<file path="config.mk">
export PLATFORM = sky130hd
export DESIGN_NAME = punc_run_ctrl
export DESIGN_NICKNAME = d
export VERILOG_FILES = /design/src/rtl/punc_run_ctrl_pkg.sv /design/src/rtl/punc_run_ctrl.sv
export SDC_FILE = /design/constraint.sdc
export NUM_CORES = 1
export LEC_CHECK = 0
export ABC_AREA = 1
export BUFFER_PORTS_ARGS = -buffer_cell sky130_fd_sc_hd__buf_2
export CAP_MARGIN = 5
export CELL_PAD_IN_SITES_DETAIL_PLACEMENT = 2
export CELL_PAD_IN_SITES_GLOBAL_PLACEMENT = 2
export CORE_UTILIZATION = 28
export DETAILED_ROUTE_END_ITERATION = 7
export PLACE_DENSITY_LB_ADDON = 0.1
export SYNTH_ARGS = -nofsm -noshare
export SYNTH_HDL_FRONTEND = slang
export SYNTH_SLANG_ARGS = --single-unit
</file>
<file path="constraint.sdc">
create_clock -name clk -period 3.5 [get_ports clk]
set_input_delay 0.7 -clock clk [delete_from_list [all_inputs] [get_ports clk]]
set_output_delay 0.7 -clock clk [all_outputs]
set_load 0.05 [all_outputs]
</file>
<file path="src/rtl/punc_run_ctrl_pkg.sv">
// ---------------------------------------------------------------------------
// punc_run_ctrl_pkg
// Shared encodings for the PUnC run/halt/single-step controller:
//   - run_state_e   : HALTED / RUNNING / STEPPING (values seen on run_state)
//   - stop_reason_e : NONE / HOST / BREAK / STEP / HALT_INSTR (stop_reason)
//   - default counter and PC widths
// ---------------------------------------------------------------------------
package punc_run_ctrl_pkg;

  localparam int CNT_W_DEF = 32;
  localparam int PC_W_DEF  = 16;

  typedef enum logic [1:0] {
    ST_HALTED   = 2'd0,
    ST_RUNNING  = 2'd1,
    ST_STEPPING = 2'd2
  } run_state_e;

  typedef enum logic [2:0] {
    RSN_NONE       = 3'd0,
    RSN_HOST       = 3'd1,
    RSN_BREAK      = 3'd2,
    RSN_STEP       = 3'd3,
    RSN_HALT_INSTR = 3'd4
  } stop_reason_e;

endpackage

</file>
<file path="src/rtl/punc_run_ctrl.sv">
// ---------------------------------------------------------------------------
// punc_run_ctrl
// Run/halt/single-step controller for the PUnC LC3 core. Gates the core
// with a clock enable and only ever pauses it at an instruction boundary
// (fetch state), except for an executed HALT which stops immediately.
//
// Ports:
//   clk, rst          clock, synchronous active-high reset
//   cmd_run           pulse: resume free-running (from HALTED only)
//   cmd_step          pulse: execute exactly one instruction (from HALTED)
//   cmd_halt          pulse: stop at the next instruction boundary
//   bp_en, bp_addr    PC breakpoint enable / address
//   pc                current core PC
//   boundary          core is in fetch, about to start instruction at pc
//   halt_instr        core has decoded a HALT instruction
//   cpu_en            core clock enable (combinational)
//   run_state         0 HALTED, 1 RUNNING, 2 STEPPING
//   stop_reason       0 NONE, 1 HOST, 2 BREAK, 3 STEP, 4 HALT_INSTR
//   step_done         one-cycle pulse after a step completes
//   instr_count       instructions started (boundary & cpu_en)
//   cycle_count       cycles with cpu_en=1
// ---------------------------------------------------------------------------
module punc_run_ctrl
  import punc_run_ctrl_pkg::*;
#(
  parameter int CNT_W = CNT_W_DEF,
  parameter int PC_W  = PC_W_DEF
) (
  input  logic             clk,
  input  logic             rst,
  input  logic             cmd_run,
  input  logic             cmd_step,
  input  logic             cmd_halt,
  input  logic             bp_en,
  input  logic [PC_W-1:0]  bp_addr,
  input  logic [PC_W-1:0]  pc,
  input  logic             boundary,
  input  logic             halt_instr,
  output logic             cpu_en,
  output logic [1:0]       run_state,
  output logic [2:0]       stop_reason,
  output logic             step_done,
  output logic [CNT_W-1:0] instr_count,
  output logic [CNT_W-1:0] cycle_count
);

  run_state_e       state_q, state_d;
  stop_reason_e     reason_q, reason_d;
  logic             halt_pend_q, halt_pend_d;
  logic             skip_bp_q, skip_bp_d;
  logic             step_armed_q, step_armed_d;
  logic             step_done_q, step_done_d;
  logic [CNT_W-1:0] instr_cnt_q, instr_cnt_d;
  logic [CNT_W-1:0] cycle_cnt_q, cycle_cnt_d;

  logic active_s;
  logic halt_pend_s;
  logic bp_hit_s;
  logic stop_now_s;
  logic cpu_en_s;

  // A halt request arriving on a boundary cycle must stop that same cycle,
  // so the raw command is folded into the pending flag here.
  assign active_s    = (state_q != ST_HALTED);
  assign halt_pend_s = halt_pend_q | cmd_halt;
  assign bp_hit_s    = bp_en & ~skip_bp_q & (pc == bp_addr);
  assign stop_now_s  = active_s &
                       (halt_instr | (boundary & (halt_pend_s | bp_hit_s | step_armed_q)));
  assign cpu_en_s    = active_s & ~stop_now_s;

  // Next-state logic for run state, stop reason and control flags.
  always_comb begin
    state_d      = state_q;
    reason_d     = reason_q;
    halt_pend_d  = halt_pend_q;
    skip_bp_d    = skip_bp_q;
    step_armed_d = step_armed_q;
    step_done_d  = 1'b0;
    case (state_q)
      ST_HALTED: begin
        // cmd_halt outranks run/step; an executed HALT is sticky until reset.
        if (cmd_halt || (reason_q == RSN_HALT_INSTR)) begin
          state_d = ST_HALTED;
        end else if (cmd_step || cmd_run) begin
          state_d      = cmd_step ? ST_STEPPING : ST_RUNNING;
          reason_d     = RSN_NONE;
          halt_pend_d  = 1'b0;
          skip_bp_d    = 1'b1;
          step_armed_d = 1'b0;
        end else begin
          state_d = ST_HALTED;
        end
      end
      ST_RUNNING, ST_STEPPING: begin
        if (stop_now_s) begin
          state_d      = ST_HALTED;
          halt_pend_d  = 1'b0;
          skip_bp_d    = 1'b0;
          step_armed_d = 1'b0;
          if (halt_instr) begin
            reason_d = RSN_HALT_INSTR;
          end else if (halt_pend_s) begin
            reason_d = RSN_HOST;
          end else if (bp_hit_s) begin
            reason_d = RSN_BREAK;
          end else begin
            reason_d    = RSN_STEP;
            step_done_d = 1'b1;
          end
        end else begin
          if (cmd_halt) begin
            halt_pend_d = 1'b1;
          end else begin
            halt_pend_d = halt_pend_q;
          end
          // The breakpoint skip only covers the first boundary after resume.
          if (boundary) begin
            skip_bp_d = 1'b0;
          end else begin
            skip_bp_d = skip_bp_q;
          end
          // First started instruction of a step arms the stop for the next boundary.
          if ((state_q == ST_STEPPING) && boundary) begin
            step_armed_d = 1'b1;
          end else begin
            step_armed_d = step_armed_q;
          end
        end
      end
      default: begin
        state_d      = ST_HALTED;
        reason_d     = RSN_NONE;
        halt_pend_d  = 1'b0;
        skip_bp_d    = 1'b0;
        step_armed_d = 1'b0;
      end
    endcase
  end

  // Free-running counters, wrapping silently.
  always_comb begin
    instr_cnt_d = instr_cnt_q + {{(CNT_W-1){1'b0}}, (boundary & cpu_en_s)};
    cycle_cnt_d = cycle_cnt_q + {{(CNT_W-1){1'b0}}, cpu_en_s};
  end

  // State and counter registers with synchronous reset.
  always_ff @(posedge clk) begin
    if (rst) begin
      state_q      <= ST_HALTED;
      reason_q     <= RSN_NONE;
      halt_pend_q  <= 1'b0;
      skip_bp_q    <= 1'b0;
      step_armed_q <= 1'b0;
      step_done_q  <= 1'b0;
      instr_cnt_q  <= {CNT_W{1'b0}};
      cycle_cnt_q  <= {CNT_W{1'b0}};
    end else begin
      state_q      <= state_d;
      reason_q     <= reason_d;
      halt_pend_q  <= halt_pend_d;
      skip_bp_q    <= skip_bp_d;
      step_armed_q <= step_armed_d;
      step_done_q  <= step_done_d;
      instr_cnt_q  <= instr_cnt_d;
      cycle_cnt_q  <= cycle_cnt_d;
    end
  end

  assign cpu_en      = cpu_en_s;
  assign run_state   = state_q;
  assign stop_reason = reason_q;
  assign step_done   = step_done_q;
  assign instr_count = instr_cnt_q;
  assign cycle_count = cycle_cnt_q;

endmodule
</file>
# Word level (Yosys, flattened, before mapping)
# Cells that the tools add are included.
[classes] n_addsub=2 eq_ne=10 muxes=26 n_bitwise=13 reduce_logical=11
[op_table] operator="$add A32 B1 Y32" count=2
[op_table] operator="$eq A16 B16 Y1" count=1
[op_table] operator="$mux W1" count=12
[op_table] operator="$mux W3" count=4
[op_table] operator="$reduce_and A3 Y1" count=4
[op_table] operator="$mux W2" count=5
[op_table] operator="$ne A3 B3 Y1 const B" count=3
[op_table] operator="$and A1 B1 Y1" count=6
[op_table] operator="$ne A2 B2 Y1 const B" count=3
[op_table] operator="$pmux W1 S2" count=3
[op_table] operator="$pmux W3 S2" count=1
[op_table] operator="$reduce_or A5 Y1" count=1
[op_table] operator="$or A1 B1 Y1" count=4
[op_table] operator="$pmux W2 S2" count=1
[op_table] operator="$eq A3 B3 Y1 const B" count=1
[op_table] operator="$not A1 Y1" count=3
[op_table] operator="$eq A2 B1 Y1 const B" count=1
[op_table] operator="$eq A2 B2 Y1 const B" count=1
[op_table] operator="$logic_not A2 Y1" count=1
[op_table] operator="$logic_or A1 B1 Y1" count=2
[op_table] operator="$reduce_bool A2 Y1" count=1
[op_table] operator="$reduce_or A2 Y1" count=1
[op_table] operator="$logic_and A1 B1 Y1" count=1
[totals] regBits=73 input_bits=40 out_inout_bits=71 word_cells=70

# Longest topological paths before layout
# Gate-level depths: netlist of run 1.
[logic_depth] word_depth=12 mapped_depth=28

# Least setup slack after synthesis of run 1
# Ideal clock, no wire load.
[synth_timing] kind="input to register" startpoint="input port pc[2]" endpoint="register instr_cnt_q[26], in the netlist instr_count[26]" arrival_time_ns=3.702 required_ns=3.380 path_slack_ns=-0.322 stages=26 cell_sequence="inv_1 -> or2_2 -> nand3_1 -> nor2_1 -> nand3_1 -> nand2_1 -> nand2_1 -> nand2_1 -> nor2_1 -> nand2_1 -> inv_1 -> ha_1 -> ha_1 -> nand2_2 -> nor2_4 -> nand2_2 -> nor2_4 -> nand2_2 -> nor2_2 -> nand2_2 -> nor2_4 -> nand2_2 -> nor2_2 -> nand2_1 -> o21ai_1 -> a21oi_1"
[synth_between] elab_chain_len=11
[synth_rtl] item="start: declaration" line_no="punc_run_ctrl.sv:36" source="input logic [PC_W-1:0] pc,"
[synth_rtl] item="$eq A16 B16 Y1" line_no="punc_run_ctrl.sv:66" source="assign bp_hit_s = bp_en & ~skip_bp_q & (pc == bp_addr);"
[synth_rtl] item="$and A1 B1 Y1" line_no="punc_run_ctrl.sv:66"
[synth_rtl] item="$or A1 B1 Y1 (2 in a row)" line_no="punc_run_ctrl.sv:68" source="(halt_instr | (boundary & (halt_pend_s | bp_hit_s | step_armed_q)));"
[synth_rtl] item="$and A1 B1 Y1" line_no="punc_run_ctrl.sv:68"
[synth_rtl] item="$or A1 B1 Y1" line_no="punc_run_ctrl.sv:68"
[synth_rtl] item="$and A1 B1 Y1" line_no="punc_run_ctrl.sv:67" source="assign stop_now_s = active_s &"
[synth_rtl] item="$not A1 Y1 (no line)"
[synth_rtl] item="$and A1 B1 Y1" line_no="punc_run_ctrl.sv:69" source="assign cpu_en_s = active_s & ~stop_now_s;"
[synth_rtl] item="named net cpu_en" line_no="punc_run_ctrl.sv:39" source="output logic cpu_en,"
[synth_rtl] item="$and A1 B1 Y1" line_no="punc_run_ctrl.sv:142" source="instr_cnt_d = instr_cnt_q + {{(CNT_W-1){1'b0}}, (boundary & cpu_en_s)};"
[synth_rtl] item="$add A32 B1 Y32" line_no="punc_run_ctrl.sv:142"
[synth_rtl] item="end signal: assignment" line_no="punc_run_ctrl.sv:155" source="instr_cnt_q <= {CNT_W{1'b0}};"
[synth_rtl] item="end signal: assignment" line_no="punc_run_ctrl.sv:164" source="instr_cnt_q <= instr_cnt_d;"
[synth_rtl] item="end: declaration" line_no="punc_run_ctrl.sv:53" source="logic [CNT_W-1:0] instr_cnt_q, instr_cnt_d;"
# The timed path passes the listed nets, and every way through them passes these cells.
# A chain may end at the register's enable or synchronous reset.

# Worst setup path in the final report of run 1
[layout_timing] startpoint="input port pc[2]" endpoint="register instr_cnt_q[26], in the netlist instr_count[26]"
[layout_between] elab_chain_len=11
[layout_rtl] item="$eq A16 B16 Y1" line_no="punc_run_ctrl.sv:66"
[layout_rtl] item="$and A1 B1 Y1" line_no="punc_run_ctrl.sv:66"
[layout_rtl] item="$or A1 B1 Y1 (2 in a row)" line_no="punc_run_ctrl.sv:68"
[layout_rtl] item="$and A1 B1 Y1" line_no="punc_run_ctrl.sv:68"
[layout_rtl] item="$or A1 B1 Y1" line_no="punc_run_ctrl.sv:68"
[layout_rtl] item="$and A1 B1 Y1" line_no="punc_run_ctrl.sv:67"
[layout_rtl] item="$not A1 Y1 (no line)"
[layout_rtl] item="$and A1 B1 Y1" line_no="punc_run_ctrl.sv:69"
[layout_rtl] item="$and A1 B1 Y1" line_no="punc_run_ctrl.sv:142"
[layout_rtl] item="$add A32 B1 Y32" line_no="punc_run_ctrl.sv:142"
# Every way passes these cells.

==> impl_metrics.env, run 1 <==
export IMPL_placed_cells_incl_taps=867
export IMPL_grt_overflow_total=0
export IMPL_synth_largest_area_cell="dfxtp_1"
export IMPL_worst_path_max_fanout=3
export IMPL_max_capacitance_violation_count=0
export IMPL_cts_sink_count=73
export IMPL_worst_path_largest_cell_delay_ns=0.29
export IMPL_final_net_count=745
export IMPL_io_pin_count=111
export IMPL_grt_max_degree=42
export IMPL_numCtsBuffers=9
export IMPL_reg2reg_depth=27
export IMPL_number_of_global_route_vias_before_repair=4444
export IMPL_ctsHoldBuffers=0
export IMPL_synth_edf_count=0
export IMPL_setup_viol_count_final=0
export IMPL_hold_removal_path_class="flip-flop to flip-flop"
export IMPL_ys_flop_type="dfxtp_1"
export IMPL_power_share_sequential_pct=43.5
export IMPL_design_area_um2=5100
export IMPL_total_power_mw=1.96
export IMPL_post_synth_top_area_fraction_pct=36.6
export IMPL_antennaDiodeCount=0
export IMPL_post_drt_wl_per_cell_um=14.7
export IMPL_multi_input_area_um2=2130
export IMPL_first_iteration_detailed_routing_drc_count=82
export IMPL_p_comb_share_pct=11.8
export IMPL_worst_hold_startpoint="cycle_count[21]"
export IMPL_io_buffers=110
export IMPL_die_height_um=121
export IMPL_area_sequential_um2=1460
export IMPL_synth_cell_area_um2=3990
export IMPL_syn_mean_instance_area_um2=6.91
export IMPL_synth_warnings=0
export IMPL_clock_latency_on_the_worst_skew_pair_ns=0.34
export IMPL_synth_most_common_cell="nand2_1"
export IMPL_peak_clock_frequency_supported_by_timing_mhz=314
export IMPL_post_dp_hpwl_um=10200
export IMPL_final_cell_count_no_fill=884
export IMPL_num_rows=43
export IMPL_timing_worst_slew_pin_value_ns=0.525
export IMPL_synthToLayoutAreaGrowth_pct=27.8
export IMPL_p_sw_share_pct=26.9
export IMPL_critical_path_slowest_cell="or2_2"
export IMPL_p_leak_nw=2.36
export IMPL_grt_usage_pct=18.5
export IMPL_critPathCaptureType="flip-flop"
export IMPL_grt_setup_unrepaired="yes"
export IMPL_reg2reg_from="skip_bp_q"
export IMPL_root_buffer="clkbuf_16"
export IMPL_viasPerCell=4.72
export IMPL_critical_path_startpoint_type="input pin"
export IMPL_timing_max_transition_violations_final=0
export IMPL_post_route_clock_period_utilization_pct=91.0
export IMPL_postRouteAntennaNets=0
export IMPL_grt_antenna_before_repair=0
export IMPL_sequential_fraction_of_the_synthesis_area_pct=36.6
export IMPL_clk_path_buf_depth=2
export IMPL_start_util_pct=28.7
export IMPL_critPathKind="input pin to flip-flop"
export IMPL_proportion_of_layout_cells_with_a_drive_suffix_above_1_pct=25.7
export IMPL_dr_vias=4171
export IMPL_drt_first_pass_iters=4
export IMPL_wl_um=13000
export IMPL_postSynthRegisterBits=73
export IMPL_grt_first_pass_wirelength_um=21300
export IMPL_htree_levels=3
export IMPL_timing_critical_path_max_delay_family="simple AND/OR/NAND/NOR gates"
export IMPL_worstHoldPathCells=2
export IMPL_chipWidth_um=121
export IMPL_power_density_nw_per_um2=385
export IMPL_run_status="finished, final reports clean"
export IMPL_core_area_um2=13900
export IMPL_critical_path_n_buffers_inverters=3
export IMPL_netlist_top_cells_count="105 x nand2_1, 99 x inv_1, 73 x dfxtp_1, 70 x nor2_1, 41 x a21oi_1"
export IMPL_yosys_cell_types_count=36
export IMPL_drc=0
export IMPL_gp_congestion=0.799
export IMPL_r2r_setup_slk_ns=0.65
export IMPL_fin_skew_ns=0.00682
export IMPL_postSynth_asyncResetShare_pct=0
export IMPL_n_fill_cell=1723
export IMPL_synthTopCellsByArea="dfxtp_1 37%, nand2_1 9.9%, inv_1 9.3%"
export IMPL_placement_cell_area_um2=4800
export IMPL_crit_path_dat_ns=3.41
export IMPL_max_vdd_ir_drop_uv=217
export IMPL_total_die_area_um2=14700
export IMPL_layout_core_utilization_pct=36.7
export IMPL_clock_power_share_pct=44.7
export IMPL_period_needed_ns=3.19
export IMPL_critical_path_reg2reg_endpoint="instr_count[26]"
export IMPL_worst_case_headroom_to_the_max_slew_limit_pct=65.0
export IMPL_tritoncts="built"
export IMPL_internal_power_mw=1.44
export IMPL_worst_ep_required_time_ns=3.73
export IMPL_clk_transition_reported_paths_ns=0.06
export IMPL_finalHoldViolCount=0
export IMPL_worst_hold_path_ep="cycle_count[21]"
export IMPL_synthesis_instances=577
export IMPL_total_switching_power_uw=527
export IMPL_syn_num_nets=623
worst reg2reg max path, cell delays in order (launching register included):
cell and delay, ns:
dfxtp_1 0.33, inv_1 0.06, nand2_1 0.06, nor2_1 0.04, nand2_1 0.06, nor2_1 0.05
nand3_1 0.12, nand2_1 0.07, nand2_1 0.06, nand2_1 0.09, nor2_4 0.12, nand2_1 0.07
inv_1 0.06, ha_1 0.16, ha_2 0.19, nand2_2 0.07, nor2_4 0.11, nand2_2 0.09
nor2_4 0.12, nand2_2 0.08, nor2_4 0.11, nand2_2 0.08, nor2_4 0.11, nand2_2 0.07
nor2_2 0.09, nand2_1 0.07, o21ai_1 0.15, a21oi_1 0.05
logic make-up (layout without fill, tap and decap cells):
family	Yosys count	in the layout	share of synthesized area, %
compound gates	88	88	12.3
flops	73	73	36.6
xor+xnor	11	11	2.42
fa+ha+maj	6	6	1.88
buf+inv	111	238	10.5
simple gates	288	288	36.3
state kept, by name (all words and copies together) (netlist names):
signal        count
halt_pend_q       1
stop_reason       3
step_done         1
run_state         2
cycle_count      32
instr_count      32
skip_bp_q         1
step_armed_q      1
power groups by stage:
stage | Combinational, mW | Sequential, mW | Clock (mW)
after CTS | 0.237 | 0.853 | 0.913
final | 0.232 | 0.853 | 0.877
after detailed placement | 0.235 | 0.871 | 0
after global placement | 0.226 | 0.870 | 0
after global routing | 0.260 | 0.854 | 0.939
after floorplan | 0.122 | 0.901 | 0
placed cells by master, fill, tap and decap left out, types with 5 or more instances in the layout:
cell       instances
buf_2            110
nand2_1          105
inv_1             99
dfxtp_1           73
nor2_1            69
a21oi_1           41
nor3_1            27
nand3_1           23
o21ai_0           21
nand4_1           15
nor2_4            12
nand2_2           10
o21a_1             9
clkbuf_16          9
buf_4              9
xnor2_1            6
o21ai_1            6
nor2_2             5
xor2_1             5
ha_1               5
what timing repair did:
item                       in CTS  in global routing
resized for setup               0                  4
buffers inserted                0                  1
setup endpoints to repair       0                  3
layer usage:
metal  track usage [%]  share of wire [%]
met1              22.4                 45
met2              32.4                 50
met4              6.02                1.3
met3              3.81                4.1
met5                 0                  0
through the flow:
stage / hold WS [ns] / setup WS, ns / setup TNS, ns
6_report: 0.487 / 0.314 / 0
5_1_grt: 0.528 / -0.00936 / -0.0109
3_3_place_gp: 0.449 / 0.0810 / 0
4_1_cts: 0.493 / 0.257 / 0
2_1_floorplan: 0.452 / 0.108 / 0
3_5_place_dp: 0.479 / -0.0648 / -0.166
worst max-delay path by stage:
stage	slack (ns)	to	cells past startpoint	startpoint
global route	-0.009	instr_count[26]	27	pc[2]
detailed placement	-0.06	instr_count[26]	27	pc[2]
global placement	0.08	instr_count[28]	24	bp_addr[2]
floorplan	0.11	instr_count[26]	26	pc[2]
CTS	0.26	instr_count[26]	27	pc[2]
finish	0.31	instr_count[26]	27	pc[2]
layout make-up:
cell class                      instances  share of cell area, %
Timing Repair Buffer                  119                   12.1
Clock buffer                           14                   5.18
Multi-Input combinational cell        393                   41.8
Inverter                              103                   7.58
Tap cell                              180                   4.42
Clock inverter                          2                  0.245
Sequential cell                        73                   28.7
Note: power is estimated with default switching activity, not from simulation.
==> run 2: changes to the inputs <==
--- a/config.mk
+++ b/config.mk
@@ -6,13 +6,14 @@
 export NUM_CORES = 1
 export LEC_CHECK = 0
 export ABC_AREA = 1
-export BUFFER_PORTS_ARGS = -buffer_cell sky130_fd_sc_hd__buf_2
 export CAP_MARGIN = 5
 export CELL_PAD_IN_SITES_DETAIL_PLACEMENT = 2
 export CELL_PAD_IN_SITES_GLOBAL_PLACEMENT = 2
-export CORE_UTILIZATION = 28
+export CORE_UTILIZATION = 34
 export DETAILED_ROUTE_END_ITERATION = 7
+export DONT_BUFFER_PORTS = 1
 export PLACE_DENSITY_LB_ADDON = 0.1
+export SETUP_SLACK_MARGIN = 0.4
 export SYNTH_ARGS = -nofsm -noshare
 export SYNTH_HDL_FRONTEND = slang
 export SYNTH_SLANG_ARGS = --single-unit
==> impl_metrics.env, run 2 (synthesis results as in run 1) <==
export IMPL_grt_first_pass_wirelength_um=19600
export IMPL_hold_removal_path_class="input pin to flip-flop"
export IMPL_grt_usage_pct=21.2
export IMPL_max_capacitance_violation_count=0
export IMPL_run_status="finished, final reports clean"
export IMPL_critPathCaptureType="flip-flop"
export IMPL_tritoncts="built"
export IMPL_final_cell_count_no_fill=754
export IMPL_viasPerCell=5.14
export IMPL_setup_viol_count_final=0
export IMPL_grt_max_degree=43
export IMPL_timing_worst_slew_pin_value_ns=0.773
export IMPL_die_height_um=110
export IMPL_numCtsBuffers=9
export IMPL_reg2reg_depth=27
export IMPL_period_needed_ns=3.04
export IMPL_number_of_global_route_vias_before_repair=4047
export IMPL_grtUsageMet1_pct=23.6
export IMPL_mostFrequentLayoutCells="92 x inv_1, 92 x nand2_1, 73 x dfxtp_1"
export IMPL_total_die_area_um2=12200
export IMPL_hold_ws_ns=0.434
export IMPL_p_leak_nw=1.95
export IMPL_globalRouteMet2Util_pct=38.2
export IMPL_grt_met3_usage_pct=6.82
export IMPL_finalWorstSetupSlack_ns=0.457
export IMPL_fin_skew_ns=0.00508
export IMPL_peak_clock_frequency_supported_by_timing_mhz=329
export IMPL_critical_path_startpoint_type="input pin"
export IMPL_drc=0
export IMPL_dr_vias=3877
export IMPL_final_net_count=653
export IMPL_grt_overflow_total=0
export IMPL_grt_setup_unrepaired="yes"
export IMPL_core_area_um2=11400
export IMPL_worst_case_headroom_to_the_max_slew_limit_pct=48.4
export IMPL_postRouteAntennaNets=0
export IMPL_first_iteration_detailed_routing_drc_count=74
export IMPL_post_drt_wl_per_cell_um=17.0
export IMPL_final_setup_tns_ns=0
export IMPL_placement_setup_slack_ns=0.00691
export IMPL_cts_sink_count=73
export IMPL_n_fill_cell=1334
export IMPL_io_pin_count=111
export IMPL_antennaDiodeCount=0
export IMPL_critPathKind="input pin to flip-flop"
export IMPL_post_dp_hpwl_um=9570
export IMPL_htree_levels=3
export IMPL_clk_transition_reported_paths_ns=0.06
export IMPL_placement_cell_area_um2=4270
export IMPL_synthToLayoutAreaGrowth_pct=19.8
export IMPL_grt_antenna_before_repair=0
export IMPL_worstHoldPathCells=1
export IMPL_placed_cells_incl_taps=721
export IMPL_clock_latency_on_the_worst_skew_pair_ns=0.34
export IMPL_max_vdd_ir_drop_uv=255
export IMPL_critical_path_slowest_cell="or2_4"
export IMPL_drt_first_pass_iters=4
export IMPL_power_density_nw_per_um2=411
export IMPL_root_buffer="clkbuf_16"
export IMPL_clk_path_buf_depth=2
export IMPL_timing_max_transition_violations_final=0
export IMPL_finalHoldViolCount=0
export IMPL_layout_core_utilization_pct=41.9
export IMPL_num_rows=39
export IMPL_gp_congestion=0.770
export IMPL_worst_path_largest_cell_delay_ns=0.24
export IMPL_grt_busiest_layer="met2"
export IMPL_io_buffers=0
export IMPL_design_area_um2=4780
export IMPL_chipWidth_um=110
export IMPL_worst_ep_required_time_ns=3.73
export IMPL_post_route_clock_period_utilization_pct=87.0
export IMPL_proportion_of_layout_cells_with_a_drive_suffix_above_1_pct=20.1
export IMPL_start_util_pct=34.9
export IMPL_total_power_mw=1.97
export IMPL_worst_path_max_fanout=3
export IMPL_wl_um=12800
export IMPL_crit_path_dat_ns=3.27
run 2: cell count changes in the layout (fill, tap and decap cells not counted), moves of 5 or more:
cell / previous run / this run
nor2_2: 5 / 10
nor2_1: 69 / 62
nand2_1: 105 / 92
buf_4: 9 / 27
nand3_1: 23 / 18
inv_1: 99 / 92
inv_2: 4 / 10
nand3_2: 4 / 9
buf_2: 110 / 0
nand2_2: 10 / 21
run 2: area by class of cell:
class / instances / area [µm²] / area share (%)
timing repair buffer: 27 / 203 / 4.24
sequential: 73 / 1460 / 30.6
multi-input combinational: 393 / 2260 / 47.4
clock buffer: 12 / 236 / 4.95
tap: 143 / 179 / 3.74
inverter: 103 / 394 / 8.25
clock inverter: 3 / 42.5 / 0.890
run 2: per-layer routing:
| metal | wire length, µm | up-vias |
|---|---|---|
| li1 | - | 1909 |
| met1 | 5480 | 1885 |
| met2 | 6450 | 72 |
| met3 | 739 | 11 |
| met4 | 144 | 0 |
| met5 | 0 | - |
run 2: critical path, delay by kind of cell:
| family | cells | cell delay (ns) |
|---|---|---|
| AND/OR/NAND/NOR | 20 | 2.02 |
| adder cells (fa/ha/maj) | 2 | 0.27 |
| AO/OA/AOI/OAI | 2 | 0.21 |
| buffers and inverters | 1 | 0.07 |
run 2: worst paths after layout:
path | start | to | slack [ns]
hold reg to reg | halt_pend_q | halt_pend_q | 0.49
setup reg to reg | skip_bp_q | instr_count[26] | 0.50
setup / recovery | bp_addr[2] | instr_count[26] | 0.46
hold / removal | rst | instr_count[0] | 0.43
run 2: where the power goes:
group | switching [mW] | leakage [nW] | internal [mW]
Clock | 0.357 | 0.133 | 0.548
Combinational | 0.126 | 1.22 | 0.0648
Sequential | 0.0257 | 0.589 | 0.844
run 2: what timing repair did:
item | in CTS | in global routing
pin swaps | 2 | 22
gates resized for setup | 1 | 33
hold buffers | 0 | 0
setup buffers | 2 | 16
setup endpoints to repair | 2 | 14
